<file path="config.mk">
export PLATFORM = sky130hd
export DESIGN_NAME = piradip_latency_credit_fifo
export DESIGN_NICKNAME = d
export VERILOG_FILES = /design/src/rtl/piradip_util_pkg.sv /design/src/rtl/piradip_fifo_core.sv /design/src/rtl/piradip_latency_credit_fifo.sv
export SDC_FILE = /design/constraint.sdc
export NUM_CORES = 1
export LEC_CHECK = 0
export ABC_AREA = 1
export ABC_CLOCK_PERIOD_IN_PS = 5300
export CORE_ASPECT_RATIO = 1.75
export CORE_MARGIN = 2
export CORE_UTILIZATION = 30
export CTS_CLUSTER_SIZE = 20
export DETAILED_ROUTE_END_ITERATION = 8
export GPL_TIMING_DRIVEN = 0
export PLACE_DENSITY = 0.46
export SETUP_SLACK_MARGIN = 0.1
export SLEW_MARGIN = 20
export SYNTH_ARGS = -nofsm -noshare
export SYNTH_HDL_FRONTEND = slang
export SYNTH_SLANG_ARGS = --single-unit
</file>
<file path="constraint.sdc">
create_clock -name aclk -period 5.3 [get_ports aclk]
set_input_delay 1.06 -clock aclk [delete_from_list [all_inputs] [get_ports aclk]]
set_output_delay 1.06 -clock aclk [all_outputs]
set_load 0.02 [all_outputs]
</file>
<file path="src/rtl/piradip_util_pkg.sv">
// -----------------------------------------------------------------------------
// piradip_util_pkg
//   Width helpers shared by the latency credit FIFO and the sideband
//   synchronizer. The package holds only functions, so every user derives its
//   own widths from its own parameters.
//     clog2p1(n)   : bits needed to hold a count in the range 0..n
//     ptr_width(d) : bits needed to index d entries (at least 1)
//     max1(n)      : n, but never less than 1 (for optional fields)
// -----------------------------------------------------------------------------
package piradip_util_pkg;

    function automatic int clog2p1(input int n);
        return $clog2(n + 1);
    endfunction

    function automatic int ptr_width(input int depth);
        return (depth > 1) ? $clog2(depth) : 1;
    endfunction

    function automatic int max1(input int n);
        return (n > 1) ? n : 1;
    endfunction

endpackage

</file>
<file path="src/rtl/piradip_fifo_core.sv">
// -----------------------------------------------------------------------------
// piradip_fifo_core
//   First-word-fall-through FIFO: register array, wrapping pointers and an
//   occupancy count. DEPTH need not be a power of two. The caller must only
//   push when not full (or when popping in the same cycle) and only pop when
//   not empty.
//   Ports:
//     aclk, aresetn  clock, asynchronous active-low reset
//     i_push/i_wdata write i_wdata into the tail entry
//     i_pop          drop the head entry
//     o_rdata        head entry, read combinationally
//     o_occupancy    entries currently stored (0..DEPTH)
//     o_full/o_empty occupancy == DEPTH / occupancy == 0
// -----------------------------------------------------------------------------
module piradip_fifo_core
    import piradip_util_pkg::*;
#(
    parameter int WIDTH = 8,
    parameter int DEPTH = 8
) (
    input  logic                        aclk,
    input  logic                        aresetn,
    input  logic                        i_push,
    input  logic [WIDTH-1:0]            i_wdata,
    input  logic                        i_pop,
    output logic [WIDTH-1:0]            o_rdata,
    output logic [clog2p1(DEPTH)-1:0]   o_occupancy,
    output logic                        o_full,
    output logic                        o_empty
);

    localparam int PTR_W = ptr_width(DEPTH);
    localparam int CNT_W = clog2p1(DEPTH);
    localparam logic [PTR_W-1:0] LAST_IDX = PTR_W'(DEPTH - 1);

    logic [WIDTH-1:0] r_mem [DEPTH];
    logic [PTR_W-1:0] r_wr_ptr;
    logic [PTR_W-1:0] r_rd_ptr;
    logic [CNT_W-1:0] r_count;

    // NOTE: the storage array deliberately has no reset; only the pointers and
    // the count decide what is valid, and leaving the array out of the reset
    // lets it map onto plain flops or RAM without a reset tree.
    always_ff @(posedge aclk) begin
        if (i_push) begin
            r_mem[r_wr_ptr] <= i_wdata;
        end
    end

    always_ff @(posedge aclk or negedge aresetn) begin
        if (!aresetn) begin
            r_wr_ptr <= '0;
            r_rd_ptr <= '0;
            r_count  <= '0;
        end else begin
            // Explicit wrap so non-power-of-two depths work.
            if (i_push) begin
                r_wr_ptr <= (r_wr_ptr == LAST_IDX) ? '0 : r_wr_ptr + 1'b1;
            end
            if (i_pop) begin
                r_rd_ptr <= (r_rd_ptr == LAST_IDX) ? '0 : r_rd_ptr + 1'b1;
            end
            case ({i_push, i_pop})
                2'b10:   r_count <= r_count + 1'b1;
                2'b01:   r_count <= r_count - 1'b1;
                default: r_count <= r_count;
            endcase
        end
    end

    assign o_rdata     = r_mem[r_rd_ptr];
    assign o_occupancy = r_count;
    assign o_full      = (r_count == CNT_W'(DEPTH));
    assign o_empty     = (r_count == '0);

endmodule

</file>
<file path="src/rtl/piradip_latency_credit_fifo.sv">
// -----------------------------------------------------------------------------
// piradip_latency_credit_fifo
//   Sink stage behind a fixed-latency, non-stalling pipeline. Every sample
//   issued into the pipeline reserves a FIFO slot (a credit), so the word that
//   arrives DATA_LATENCY cycles later always has room. Output is AXI-Stream.
//   Ports:
//     aclk, aresetn          clock, asynchronous active-low reset
//     issue_valid/ready      upstream issue handshake (ready = credit free)
//     arr_valid/arr_data     delayed {oob, in_band} word from the pipeline
//     m_tvalid/tready        AXI-Stream handshake
//     m_tdata, m_tuser       in-band and out-of-band parts of the head word
//     occupancy              words stored
//     reserved               credits in use (stored + in flight)
//     overflow               sticky: arrival while full, word dropped
//     orphan                 sticky: arrival with no in-flight credit
// -----------------------------------------------------------------------------
module piradip_latency_credit_fifo
    import piradip_util_pkg::*;
#(
    parameter int IN_BAND_WIDTH     = 32,
    parameter int OUT_OF_BAND_WIDTH = 1,
    parameter int DATA_LATENCY      = 1,
    parameter int DEPTH             = 8
) (
    input  logic                                        aclk,
    input  logic                                        aresetn,
    input  logic                                        issue_valid,
    output logic                                        issue_ready,
    input  logic                                        arr_valid,
    input  logic [IN_BAND_WIDTH+OUT_OF_BAND_WIDTH-1:0]  arr_data,
    output logic                                        m_tvalid,
    input  logic                                        m_tready,
    output logic [IN_BAND_WIDTH-1:0]                    m_tdata,
    output logic [max1(OUT_OF_BAND_WIDTH)-1:0]          m_tuser,
    output logic [clog2p1(DEPTH)-1:0]                   occupancy,
    output logic [clog2p1(DEPTH)-1:0]                   reserved,
    output logic                                        overflow,
    output logic                                        orphan
);

    localparam int DATA_W = IN_BAND_WIDTH + OUT_OF_BAND_WIDTH;
    localparam int CNT_W  = clog2p1(DEPTH);

    if (DEPTH < DATA_LATENCY + 1) begin : g_depth_check
        $error("piradip_latency_credit_fifo: DEPTH must be >= DATA_LATENCY+1");
    end

    logic [DATA_W-1:0] w_rdata;
    logic [CNT_W-1:0]  w_occupancy;
    logic [CNT_W-1:0]  w_inflight;
    logic              w_full;
    logic              w_empty;
    logic              w_fire;
    logic              w_pop;
    logic              w_push;
    logic [CNT_W-1:0]  r_reserved;
    logic              r_overflow;
    logic              r_orphan;

    assign w_fire     = issue_valid & issue_ready;
    assign w_pop      = ~w_empty & m_tready;
    // Push is judged against the pre-pop count, so a full FIFO that is
    // popping this cycle still accepts the arriving word.
    assign w_push     = arr_valid & (~w_full | w_pop);
    assign w_inflight = r_reserved - w_occupancy;

    piradip_fifo_core #(
        .WIDTH (DATA_W),
        .DEPTH (DEPTH)
    ) u_core (
        .aclk        (aclk),
        .aresetn     (aresetn),
        .i_push      (w_push),
        .i_wdata     (arr_data),
        .i_pop       (w_pop),
        .o_rdata     (w_rdata),
        .o_occupancy (w_occupancy),
        .o_full      (w_full),
        .o_empty     (w_empty)
    );

    always_ff @(posedge aclk or negedge aresetn) begin
        if (!aresetn) begin
            r_reserved <= '0;
            r_overflow <= 1'b0;
            r_orphan   <= 1'b0;
        end else begin
            // A pop frees its credit for the next cycle: issue_ready only
            // looks at the registered count, never at m_tready.
            case ({w_fire, w_pop})
                2'b10: r_reserved <= r_reserved + 1'b1;
                // An orphan word was stored without a credit; popping it must
                // not drive the credit count below zero.
                2'b01: r_reserved <= (r_reserved != '0) ? r_reserved - 1'b1 : r_reserved;
                default: r_reserved <= r_reserved;
            endcase
            if (arr_valid && (w_inflight == '0)) begin
                r_orphan <= 1'b1;
            end
            if (arr_valid && w_full && !w_pop) begin
                r_overflow <= 1'b1;
            end
        end
    end

    assign issue_ready = (r_reserved < CNT_W'(DEPTH));
    assign m_tvalid    = ~w_empty;
    assign m_tdata     = w_rdata[IN_BAND_WIDTH-1:0];
    assign occupancy   = w_occupancy;
    assign reserved    = r_reserved;
    assign overflow    = r_overflow;
    assign orphan      = r_orphan;

    if (OUT_OF_BAND_WIDTH > 0) begin : g_oob
        assign m_tuser = w_rdata[DATA_W-1:IN_BAND_WIDTH];
    end else begin : g_no_oob
        assign m_tuser = '0;
    end

endmodule

</file>
# Yosys cells after proc, flatten, opt, wreduce, memory -nomap -nowiden

Memory sizes are Yosys's and may differ from the RTL's.
Index checks and enable logic that the tools add are counted.

Shifts and indexed selects: 0
Add/sub/neg operators: 7
Eq/ne operators: 8
Bitwise logic cells: 6
Divide/modulo/power cells: 0
Reductions and logical operators: 10
Magnitude comparators: 1
Multiplexer cells: 7
Multipliers: 0

Operators with widths:

| operator              | count |
|---|---|
| $pmux W4 S2           | 2 |
| $add A4 B1 Y4 const B | 2 |
| $logic_not A4 Y1      | 2 |
| $sub A4 B1 Y4 const B | 2 |
| $add A3 B1 Y3 const B | 2 |
| $eq A3 B3 Y1 const B  | 2 |
| $mux W3               | 2 |
| $eq A2 B1 Y1 const B  | 2 |
| $eq A2 B2 Y1 const B  | 2 |
| $eq A4 B4 Y1 const B  | 1 |
| $lt A4 B4 Y1 const B  | 1 |
| $mux W4               | 1 |
| $reduce_bool A2 Y1    | 2 |
| $reduce_bool A4 Y1    | 1 |
| $sub A4 B4 Y4         | 1 |
| $and A1 B1 Y1         | 3 |
| $logic_and A1 B1 Y1   | 3 |
| $mux W1               | 2 |
| $ne A2 B2 Y1 const B  | 1 |
| $not A1 Y1            | 2 |
| $reduce_and A2 Y1     | 1 |
| $logic_not A1 Y1      | 1 |
| $or A1 B1 Y1          | 1 |

Input port bits: 38
Bits in writable memories: 264
Bits in latches: 0
Memories kept: 1
Word-level logic and storage cells: 46
Bits in registers: 16
Bits in read-only memories: 0
Output and inout port bits: 45

Memories:

| memory       | words | bits a word | rd ports | clocked after Yosys merged registers in | write ports | RTL line                | source |
|---|---|---|---|---|---|---|---|
| u_core.r_mem | 8     | 33          | 1        | 0                                       | 1           | piradip_fifo_core.sv:36 | `logic [WIDTH-1:0] r_mem [DEPTH];` |

# Longest topological paths before layout

Depth after elaboration: 7
Mapped depth: 14
Mapped depth without buffers: 14

# Hierarchy

A second synthesis with hierarchy kept.

Cells, all modules: 895
Area total of the unflattened synthesis: 11327.1 µm²

Modules (own cells, without submodules):

| module                      | cells each | times used | seq. area each (µm²) | area an instance (µm²) |
|---|---|---|---|---|
| piradip_fifo_core           | 826        | 1          | 8177.8               | 10800.4 |
| piradip_latency_credit_fifo | 69         | 1          | 150.1                | 526.8 |

# Worst setup path before layout

Ideal clock, no wire load.

Kind: in2reg
Start: in m_tready
End: mem u_core.r_mem[0][0] (netlist bit) (enable)
Data arrival time: 2850 ps
Data required time: 4877 ps
Slack: 2027 ps
Library setup time: 423 ps
Path buffers: 0
Stages: 6
Cells stage by stage: nand2_4 inv_4 o21ai_4 inv_6 nand2_4 nor2_1

Longest elaborated chain between the ends: 5

Ends and longest elaborated chain:

| what                          | RTL line                          | source |
|---|---|---|
| start: declaration            | piradip_latency_credit_fifo.sv:32 | `input logic m_tready,` |
| $and A1 B1 Y1                 | piradip_latency_credit_fifo.sv:61 | `assign w_pop = ~w_empty & m_tready;` |
| net u_core.i_pop              | piradip_fifo_core.sv:25           | `input logic i_pop,` |
| $or A1 B1 Y1                  | piradip_latency_credit_fifo.sv:64 | `assign w_push = arr_valid & (~w_full \| w_pop);` |
| $and A1 B1 Y1                 | piradip_latency_credit_fifo.sv:64 |  |
| $mux W1                       | piradip_fifo_core.sv:45           | `if (i_push) begin` |
| $mux W1 (implied by the code) | piradip_fifo_core.sv:46           | `r_mem[r_wr_ptr] <= i_wdata;` |
| end: declaration              | piradip_fifo_core.sv:36           |  |

The timed path passes the listed nets, and every way through them passes these cells.

# Worst setup path after layout

Start: reg u_core.r_rd_ptr[1]
End: out m_tdata[27]

Longest elaborated chain between the ends: 1

Ends and longest elaborated chain:

| what                     | RTL line                          | source |
|---|---|---|
| start: declaration       | piradip_fifo_core.sv:38           | `logic [PTR_W-1:0] r_rd_ptr;` |
| start signal: assignment | piradip_fifo_core.sv:61           | `r_rd_ptr <= (r_rd_ptr == LAST_IDX) ? '0 : r_rd_ptr + 1'b1;` |
| $mem_v2 Z8 W33           | --                                |  |
| end: declaration         | piradip_latency_credit_fifo.sv:33 | `output logic [IN_BAND_WIDTH-1:0] m_tdata,` |

Every way passes these cells.

==> metrics.txt <==
Fmax about 260 MHz; max cap viols 0; CP max FO 10; CTS Buffer Depth 3; CTS H-tree depth 1; Worst-path clk slew around 0.060 ns; most frequent cell after synthesis edfxtp_1; worst relative slew slack 0.382; GPL Wtd Cong ~0.7; Max rail drop VDD roughly 240 uV; EDFF count, synth between 200 and 300; GRT Overall Usage 0.149; via count between 6000 and 7000; synth cell count leaders 264 x edfxtp_1, 127 x nand2_1, 85 x nor2_1; fin nets between 900 and 1000; crit path max-delay cell type clkdlybuf4s50_1; total power between 8 and 9 mW; CTS buffer count 27; Layout area overhead 23.1%; Initial Util 0.304; final hold slack about 0.47 ns; status completed; postcts setup bufs 0; ANT nets after route 0; CP Cell Sequence clkbuf_1 > o21ai_0 > o22ai_1 > nand2_1 > nand2_1 > clkdlybuf4s50_1; Hold-fix buffers, CTS 0; std cell rows 94; initial DRC count approximately 280; final-report hold violation count 0; crit share post-route 0.732; via count of the first global-routing pass just over 7000; DRC Markers 0; top cells by area, synth edfxtp_1 69%, mux2i_1 5.8%, nand2_1 4.2%; global route total overflow 0; final setup TNS 0 ns; clk_skew roughly 0.017 ns; share of the synthesized area in the top cell type 0.692; largest net degree at the start of global routing 20; wire per inst 20.2 um; Die H ~260 um; CP most frequent cell nand2_1; worst setup path startpoint u_core.r_rd_ptr[1]; PD cells 585 mW/mm^2; minimum clock period 3.88 ns; worst path bufs/invs 2; Synth area leader edfxtp_1; worst setup margin around 1.4 ns; CP Capture Point m_tdata[27]; Static Leak 4.98 nW; die area between 0.03 and 0.04 mm^2; predominant post-synthesis flop cell edfxtp_1; Netlist cell types 38; CTS tree done; reg2reg end u_core.o_occupancy[2]; WP depth 6; crit path capture type output pin; Detailed Route WL slightly below 30 mm; final setup vio count 0; Port Buffers 82; first-pass GRT wire length approximately 44 mm; share of cells above drive strength 1 0.112; die width approximately 150 um; Seq/Total Area, Yosys 0.727; CTS root buf clkbuf_16; Clock Latency Late Sink 0.55 ns; crit-path max cell delay between 0.6 and 0.7 ns; Worst Tran Pin Value 0.924 ns; crit path DAT around 2.8 ns; RSZ-0062 raised after global routing false; initial antenna violation count 1; total core area roughly 0.038 mm^2; Detail Placement HPWL 19.2 mm; Ys Warns 0; CTS resizes 0; # clock sinks 280; Top delay family on crit path buffers and inverters; R2R cell count 11; Max Slew Vio Count 0; syn_area_per_cell approximately 14 um^2; syn nets ~860; Diodes inserted 0; cells after synthesis ~810; Data required, critical path 4.24 ns; ys async rst share 0.0571; Worst setup SP type flop; DR vias/cell around 4.7; Place WS 1.94 ns; Ports 83; FF+latch count, synth 280; RR Startpoint u_core.o_occupancy[0]; r2r setup slk between 2 and 3 ns; hold path start overflow; Critical Setup Path Class flop to output pin; Post-Syn Area 0.0115 mm^2; worst min path class flop to flop; drt pass-1 iters 4
==> where the power goes <==
| group | internal [mW] | leakage [nW] | total, mW | switching (mW) |
|---|---|---|---|---|
| sequential | 2.76 | 2.59 | 2.89 | 0.129 |
| clock | 1.08 | 0.428 | 1.91 | 0.822 |
| combinational | 1.36 | 1.97 | 3.46 | 2.10 |
| total | 5.21 | 4.98 | 8.26 | 3.05 |
==> layout by cell type, fill, tap and decap left out, drive strengths merged <==
master	Yosys	layout
xnor2	2	2
clkbuf	15	45
edfxtp	264	264
a21o	1	1
ha	12	12
xor2	6	6
dfrtp	16	16
clkdlybuf4s50	0	82
clkinv	1	15
a21oi	2	2
a31oi	1	1
o21ai	76	76
mux2i	66	66
nand3	9	9
o22ai	66	66
inv	21	24
or2	2	2
bufinv	0	3
nor2	87	87
nand2	136	136
fa	1	1
buf	28	40
==> routing by layer <==
layer | GRT usage | routed length (um) | vias to the layer above
li1 | - | - | 3222
met1 | 0.169 | 11100 | 3359
met2 | 0.284 | 16200 | 134
met3 | 0.0194 | 1140 | 41
met4 | 0.0398 | 580 | 2
met5 | 0 | 13 | -
==> cell type report <==
class / count / area [um^2]
Clock inverter: 20 / 181
Inverter: 22 / 90.1
Tap cell: 480 / 601
Timing Repair Buffer: 94 / 1110
Clock buffer: 30 / 687
Buffer: 43 / 335
Sequential cell: 280 / 8330
Multi-Input combinational cell: 467 / 2770
Fill cell: 3633 / 23500
==> state kept, by name, indices dropped and copies added (netlist names) <==
register            cells
u_core.r_wr_ptr         3
reserved                4
u_core.r_rd_ptr         3
u_core.r_mem          264
orphan                  1
u_core.o_occupancy      4
overflow                1
==> through the flow <==
stage | util | instances | instance area, um^2
final | 0.375 | 1436 | 14100
after global placement | 0.342 | 1374 | 12900
after CTS | 0.375 | 1436 | 14100
after detailed placement | 0.352 | 1386 | 13200
after global routing | 0.375 | 1436 | 14100
after floorplan | - | 812 | 11500
==> worst min path at each step <==
stage | slack [ns] | end | cells past startpoint
global route | 0.48 | overflow | 1
global placement | 0.45 | overflow | 1
finish | 0.47 | overflow | 1
detailed placement | 0.45 | overflow | 1
floorplan | 0.57 | overflow | 1
CTS | 0.47 | overflow | 1
==> worst reg2reg max path, stage by stage (launching register included) <==
cell	delay, ns
dfrtp_1	0.49
nor2_4	0.17
nand2_4	0.08
nand2_4	0.09
inv_4	0.08
o21ai_4	0.23
ha_1	0.28
xor2_1	0.21
ha_1	0.17
a21oi_1	0.05
or2_2	0.31
a31oi_1	0.14
==> kinds of logic after synthesis <==
| kind of cell | Yosys count | synth area share |
|---|---|---|
| simple gates | 234 | 0.0835 |
| flops | 280 | 0.727 |
| buf+inv | 65 | 0.0371 |
| compound gates | 146 | 0.0733 |
| mux | 66 | 0.0577 |
| xor+xnor | 8 | 0.00677 |
| fa+ha+maj | 13 | 0.0149 |
No activity file was read; power rests on OpenSTA's default activity.
